`config.mk`:
```
export PLATFORM = sky130hd
export DESIGN_NAME = instr_fetch
export DESIGN_NICKNAME = d
export VERILOG_FILES = /design/src/rtl/instr_fetch.sv
export SDC_FILE = /design/constraint.sdc
export NUM_CORES = 1
export LEC_CHECK = 0
export BUFFER_PORTS_ARGS = -buffer_cell sky130_fd_sc_hd__buf_2
export CORE_ASPECT_RATIO = 1.2
export CORE_MARGIN = 4
export CORE_UTILIZATION = 45
export DETAILED_ROUTE_END_ITERATION = 7
export MAX_ROUTING_LAYER = met4
export PLACE_DENSITY_LB_ADDON = 0.1
export SETUP_SLACK_MARGIN = 0.5
export SYNTH_ARGS = -nofsm -noshare
export SYNTH_HDL_FRONTEND = slang
export SYNTH_SLANG_ARGS = --single-unit
```
`constraint.sdc`:
```
create_clock -name clk -period 5 [get_ports clk]
set_clock_uncertainty 0.05 [all_clocks]
set_input_delay 0.25 -clock clk [delete_from_list [all_inputs] [get_ports clk]]
set_output_delay 0.25 -clock clk [all_outputs]
set_load 0.1 [all_outputs]
```
`src/rtl/instr_fetch.sv`:
```
// Instruction fetch stage: loadable program memory, PC sequencing,
// each word held for HOLD_CYCLES cycles ahead of the simple_cpu CU.
module instr_fetch #(
  parameter int INSTR_WIDTH = 20,
  parameter int PC_BITS = 5,
  parameter int HOLD_CYCLES = 3,
  parameter logic [INSTR_WIDTH-1:0] NOP_WORD = '0,
  parameter logic [INSTR_WIDTH-1:0] HALT_WORD = '1
) (
  input  logic                   clk,
  input  logic                   rst,
  input  logic                   load_en,
  input  logic [PC_BITS-1:0]     load_addr,
  input  logic [INSTR_WIDTH-1:0] load_data,
  input  logic                   start,
  input  logic                   stall,
  output logic [INSTR_WIDTH-1:0] instruction,
  output logic                   instr_valid,
  output logic [PC_BITS-1:0]     pc,
  output logic                   busy,
  output logic                   done
);

  typedef enum logic [1:0] {
    IDLE,
    FETCH,
    ISSUE,
    DONE
  } state_t;

  localparam int DEPTH = 2 ** PC_BITS;
  localparam int CW = (HOLD_CYCLES > 1) ? $clog2(HOLD_CYCLES) : 1;
  localparam logic [CW-1:0] HOLD_LAST = CW'(HOLD_CYCLES - 1);
  localparam logic [PC_BITS-1:0] PC_LAST = '1;

  state_t                 state;
  logic [CW-1:0]          hold_cnt;
  logic [INSTR_WIDTH-1:0] mem [DEPTH];
  logic                   mem_we;
  logic                   hold_end;
  logic                   stop;

  assign mem_we = load_en && (state == IDLE || state == DONE);
  assign hold_end = (hold_cnt == HOLD_LAST) && !stall;
  assign stop = (instruction == HALT_WORD) || (pc == PC_LAST);

  // Program memory survives reset, so it has no reset branch.
  always_ff @(posedge clk) begin
    if (mem_we) begin
      mem[load_addr] <= load_data;
    end
  end

  always_ff @(posedge clk or negedge rst) begin
    if (!rst) begin
      state       <= IDLE;
      pc          <= '0;
      instruction <= NOP_WORD;
      instr_valid <= 1'b0;
      busy        <= 1'b0;
      done        <= 1'b0;
      hold_cnt    <= '0;
    end else begin
      unique case (state)
        IDLE: begin
          if (start) begin
            state <= FETCH;
            pc    <= '0;
            busy  <= 1'b1;
          end
        end
        FETCH: begin
          instruction <= mem[pc];
          instr_valid <= 1'b1;
          hold_cnt    <= '0;
          state       <= ISSUE;
        end
        ISSUE: begin
          if (hold_end) begin
            instruction <= NOP_WORD;
            instr_valid <= 1'b0;
            if (stop) begin
              state <= DONE;
              busy  <= 1'b0;
              done  <= 1'b1;
            end else begin
              pc    <= pc + 1'b1;
              state <= FETCH;
            end
          end else if (!stall) begin
            hold_cnt <= hold_cnt + 1'b1;
          end
        end
        DONE: begin
          if (start) begin
            state <= FETCH;
            pc    <= '0;
            busy  <= 1'b1;
            done  <= 1'b0;
          end
        end
        default: state <= IDLE;
      endcase
    end
  end

endmodule

```
# Word level (Yosys, flattened, before mapping)

Memories as Yosys holds them, arrays and structs flattened.
Index checks and enable logic that the tools add are counted.

Input bits: 30
Bits in writable memories: 640
Memories kept: 1
Register bits after elaboration: 32

Reductions and logical operators: 16
Add/subtract/negate cells: 2
Eq/ne operators: 13
Muxes and demuxes: 25

Memory list:

| memory | depth | width | rd ports | clocked after memory_dff | wr ports | RTL line | RTL |
|---|---|---|---|---|---|---|---|
| mem    | 32    | 20    | 1        | 0                        | 1        | 38       | `logic [INSTR_WIDTH-1:0] mem [DEPTH];` |

Operator list:

| cell                                                             | number |
|---|---|
| 20-bit one-hot mux with 2 select lines                           | 1 |
| 20-bit == test (second input constant)                           | 1 |
| 20-bit 2-to-1 mux                                                | 1 |
| 5-bit 2-to-1 mux                                                 | 3 |
| 2-bit != test (second input constant)                            | 6 |
| 4-bit AND reduction                                              | 3 |
| 2-bit 2-to-1 mux                                                 | 5 |
| 5-bit one-hot mux with 2 select lines                            | 1 |
| 1-bit 2-to-1 mux                                                 | 9 |
| 2-bit == test (second input constant)                            | 3 |
| 1-bit one-hot mux with 2 select lines                            | 3 |
| 2-bit one-hot mux with 3 select lines                            | 1 |
| 2-bit nonzero test                                               | 3 |
| 5-bit by 1-bit adder with 5-bit output (second input constant)   | 1 |
| 5-bit == test (second input constant)                            | 1 |
| 2-bit one-hot mux with 2 select lines                            | 1 |
| 2-bit AND reduction                                              | 2 |
| 3-bit AND reduction                                              | 1 |
| 2-bit by 1-bit adder with 2-bit output (second input constant)   | 1 |
| 2-bit by 1-bit == test with 1-bit output (second input constant) | 1 |
| 1-bit logical AND                                                | 2 |
| 2-bit logical NOT                                                | 1 |
| 1-bit logical OR                                                 | 2 |
| 2-bit by 1-bit != test with 1-bit output (second input constant) | 1 |
| 2 further kinds                                                  | 2 |

# Longest topological paths before layout

Word-level depth: 5
Depth in mapped cells: 9

# Worst setup path after synthesis

OpenSTA, ideal clock, no wires.

Path kind: register to register
Start point: register pc[2]
End point: register done
Period minus slack after synthesis: 3.288 ns
Arrival: 3.166 ns
Stages on the path, launching flop included: 10
Setup slack: 1.712 ns
Cell sequence: dfrtp_1 > buf_2 > buf_2 > clkbuf_1 > buf_1 > and3_1 > ha_1 > a21oi_1 > or4b_2 > nand3_1

Longest elaborated chain between the ends: 4

RTL lines:

| what                                 | RTL line | RTL |
|---|---|---|
| from (decl)                          | 19       | `output logic [PC_BITS-1:0] pc,` |
| from (signal assigned)               | 87       | `pc <= pc + 1'b1;` |
| 5-bit == test                        | 45       | `assign stop = (instruction == HALT_WORD) \|\| (pc == PC_LAST);` |
| 1-bit logical OR                     | 45       |  |
| 2-bit != test (no source line)       | n/a      |  |
| 4-bit AND reduction (no source line) | n/a      |  |
| to (signal assigned)                 | 61       | `done <= 1'b0;` |
| to (signal assigned)                 | 85       | `done <= 1'b1;` |
| to (signal assigned)                 | 99       | `done <= 1'b0;` |
| to (decl)                            | 21       | `output logic done` |

No other way between the ends.
A chain may end at the register's enable or synchronous reset.

# Worst setup path after layout

Start point: register pc[1]
End point: register instruction[1]

Longest elaborated chain between the ends: 2

RTL lines:

| what                                   | RTL line | RTL |
|---|---|---|
| memory 32 x 20 bit                     | n/a      |  |
| 20-bit one-hot mux with 2 select lines | 64       | `unique case (state)` |
| to (signal assigned)                   | 73       | `instruction <= mem[pc];` |
| to (decl)                              | 17       | `output logic [INSTR_WIDTH-1:0] instruction,` |

No other way between the ends.

==> impl_metrics.csv <==
group,metric,value,unit
finish,final_util,51.4,%
synthesis,synth_cell_types,51,
timing,relSlewSlack,19.9,%
synthesis,async_reset_ff_share,4.76,%
timing,tightest_slew,1.20,ns
detailed_routing,finalWirelength,68900,µm
floorplan,die_h,273,µm
power,p_comb_share,26.9,%
global_routing,grt_max_degree,53,
floorplan,die_x,229,µm
outcome,status,"completed",
critical_path,crit_required,5.43,ns
synthesis,netlist_top_cells_area,"edfxtp_1, mux4_2, mux2i_1",
detailed_routing,antenna_left,0,
global_routing,grt_pass1_vias,13300,
detailed_routing,drc,0,
finish,fin_cells,2214,
floorplan,start_util,45.7,%
synthesis,synth_nets,1365,
critical_path,criticalPathCategory,"reg -> reg",
global_routing,overflow,0,
power,pwr-share-seq,42.8,%
synthesis,ys_ff_latch,672,
detailed_routing,routed_wire_length_per_instance,31.1,µm
floorplan,rows,96,
critical_path,crit_fanout,52,
power,ir_worst_vdd,372,µV
finish,area_growth,12.6,%
cts,cts_root_buf,"clkbuf_16",
cts,cts_resized,0,
detailed_routing,drtPass1Iterations,5,
critical_path,cp-end-kind,"flop",
critical_path,start_kind,"flop",
power,p_leak,0.00953,µW
synthesis,syn_avg_cell_area,19.8,µm²
power,switchingPower,5160,µW
synthesis,synth_warnings,0,
timing,fmax,286,MHz
cts,cts-htree-levels,3,
placement,place_congestion,0.895,
placement,dp.cells,2094,
finish,nets,1468,
detailed_routing,drt_iter0_markers,1275,
critical_path,crit_chain,"buf_4 > nor2b_1 > a221oi_1 > o21ai_0 > o2111ai_1 > a32o_1",
cts,path_clk_slew,0.07,ns
placement,io_buffers,57,
timing,fin_crit,3.50,ns
cts,cts-buffers-inserted,68,
cts,cts_tree,"built",
power,clkPwrFrac,30.3,%
power,power_density,533,nW/µm²
synthesis,synthCells,1329,
critical_path,critPathSlowestCell,"dfrtp_4",
critical_path,slowest_delay,0.98,ns
floorplan,die_area,62400,µm²
job,drv_cap,0,
synthesis,yosysTopAreaCell,"edfxtp_1",
synthesis,synth_edf_count,640,
timing,hold_violations,0,
timing,finalCritPeriodShare,69.9,%
global_routing,grt_pass1_wl,98900,µm
finish,drive_gt1_share,25.5,%
floorplan,coreArea,57500,µm²
timing,tns,0,ns
synthesis,synthesis.area,26300,µm²
min_path,hp-class,"in -> async",
global_routing,grtUsageTotal,22.8,%
power,p_int,10600,µW
critical_path,reg2reg_slack,1.50,ns
synthesis,synth_ff_type,"edfxtp_1",
synthesis,yosysSeqAreaShare,76.1,%
cts,clk_latency,0.59,ns
placement,dp_hpwl,42200,µm
power,sw_frac_of_total,32.7,%
cts,cts_setup_buffers,0,
cts,clockBufferDepth,3,
detailed_routing,via_per_inst,6.02,
floorplan,io_pins,58,
timing,slew_violations,0,
timing,final-setup-viol-count,0,
timing,rsz0062_at_grt,"no",
critical_path,cp.arrival,3.92,ns
cts,clkSinkCount,672,
cts,postCtsHoldBufs,3,
synthesis,synth_top_area_share,73.1,%
global_routing,antenna_found_initial,5,
detailed_routing,num_vias,13300,
[through the flow]
stage / worst slack [ns] / total power, µW / area [µm²] / hold slack, ns
after global routing: 1.38 / 16300 / 29600 / 0.232
after floorplan: 1.71 / 9770 / 26300 / -0.0956
after CTS: 1.49 / 15900 / 29600 / 0.187
after global placement: 1.56 / 11100 / 27500 / 0.317
final: 1.50 / 15800 / 29600 / 0.219
after detailed placement: 1.51 / 11100 / 27500 / 0.323
[kinds of logic (layout without fill, tap and decap cells)]
kind of cell	after synthesis	in the layout	synth area share, %
AOI/OAI and AO/OA	172	172	4.73
muxes	239	239	14.2
buffers and inverters	84	230	1.87
other	0	4	0
and+or+nand+nor	156	156	2.74
adders and majority gates	6	6	0.286
DFF	672	672	76.1
[worst max-delay path: cells and delay by family, from the launching register on]
kind | cells | cell delay [ns]
compound gates | 4 | 1.05
flops | 1 | 0.98
simple gates | 1 | 0.63
buf+inv | 1 | 0.62
[power groups by stage]
stage          registers (µW)  clock network, µW  logic, µW
2_1_floorplan            7270                  0       2500
5_1_grt                  6780               5110       4450
3_5_place_dp             6860                  0       4270
3_3_place_gp             6860                  0       4270
4_1_cts                  6740               4870       4280
6_report                 6750               4770       4250
[final timing paths]
| check | depth (start not counted) | from | end |
|---|---|---|---|
| worst max register to register | 6 | pc[1] | instruction[1] |
| worst min-delay path | 2 | rst | busy |
| worst min register to register | 2 | instr_valid | instr_valid |
| worst max-delay path | 6 | pc[1] | instruction[1] |
| min in group clk | 1 | load_data[10] | mem[4][10] |
| max in group asynchronous | 2 | rst | pc[1] |
[synthesized netlist by cell type, types with 8 or more instances]
| cell | n |
|---|---|
| a31oi_1 | 11 |
| and2_1 | 8 |
| dfrtp_1 | 32 |
| mux4_2 | 104 |
| mux2i_1 | 96 |
| buf_4 | 13 |
| a22oi_1 | 18 |
| nor2_1 | 71 |
| a221oi_1 | 20 |
| o22ai_1 | 19 |
| buf_2 | 15 |
| a41oi_1 | 12 |
| buf_6 | 10 |
| a21oi_1 | 18 |
| mux2_2 | 39 |
| o21ai_0 | 24 |
| o211a_1 | 10 |
| clkbuf_1 | 28 |
| edfxtp_1 | 640 |
| nand2_1 | 38 |
| nand4_1 | 9 |
[placed cells by master, fill, tap and decap left out, drive strengths merged, types with 17 or more instances in the layout]
master,synthesis,final
edfxtp,640,640
buf,47,106
mux4,104,104
mux2i,96,96
clkbuf,29,89
nor2,71,71
mux2,39,39
nand2,38,38
dfrtp,32,32
o21ai,29,29
a221oi,21,21
o22ai,19,19
a21oi,18,18
a22oi,18,18
clkinv,1,17
[flip-flops by register name, summed over array words and instances, names as in the netlist]
| register | flops |
|---|---|
| mem | 640 |
| instruction | 20 |
| pc | 5 |
| hold_cnt | 2 |
| state | 2 |
| busy | 1 |
| done | 1 |
| instr_valid | 1 |
[metal layers]
layer  part of all wire [%]  track usage (%)  routed length [µm]  vias up
li1                       -                -                   -     5675
met1                     43             31.3               29400     7089
met2                     48             36.0               33300      479
met3                    6.9             3.85                4730       78
met4                    2.1             6.04                1440        0
met5                      0                -                   0        -
[cell type report]
class | instances | area [µm²]
Sequential cell | 672 | 20000
Clock inverter | 24 | 221
Timing Repair Buffer | 109 | 721
Clock buffer | 89 | 1800
Tap cell | 735 | 920
Inverter | 8 | 30.0
Multi-Input combinational cell | 573 | 5860
Fill cell | 4574 | 27900
Antenna cell | 4 | 10.0
Power figures use the tool's default switching activity.
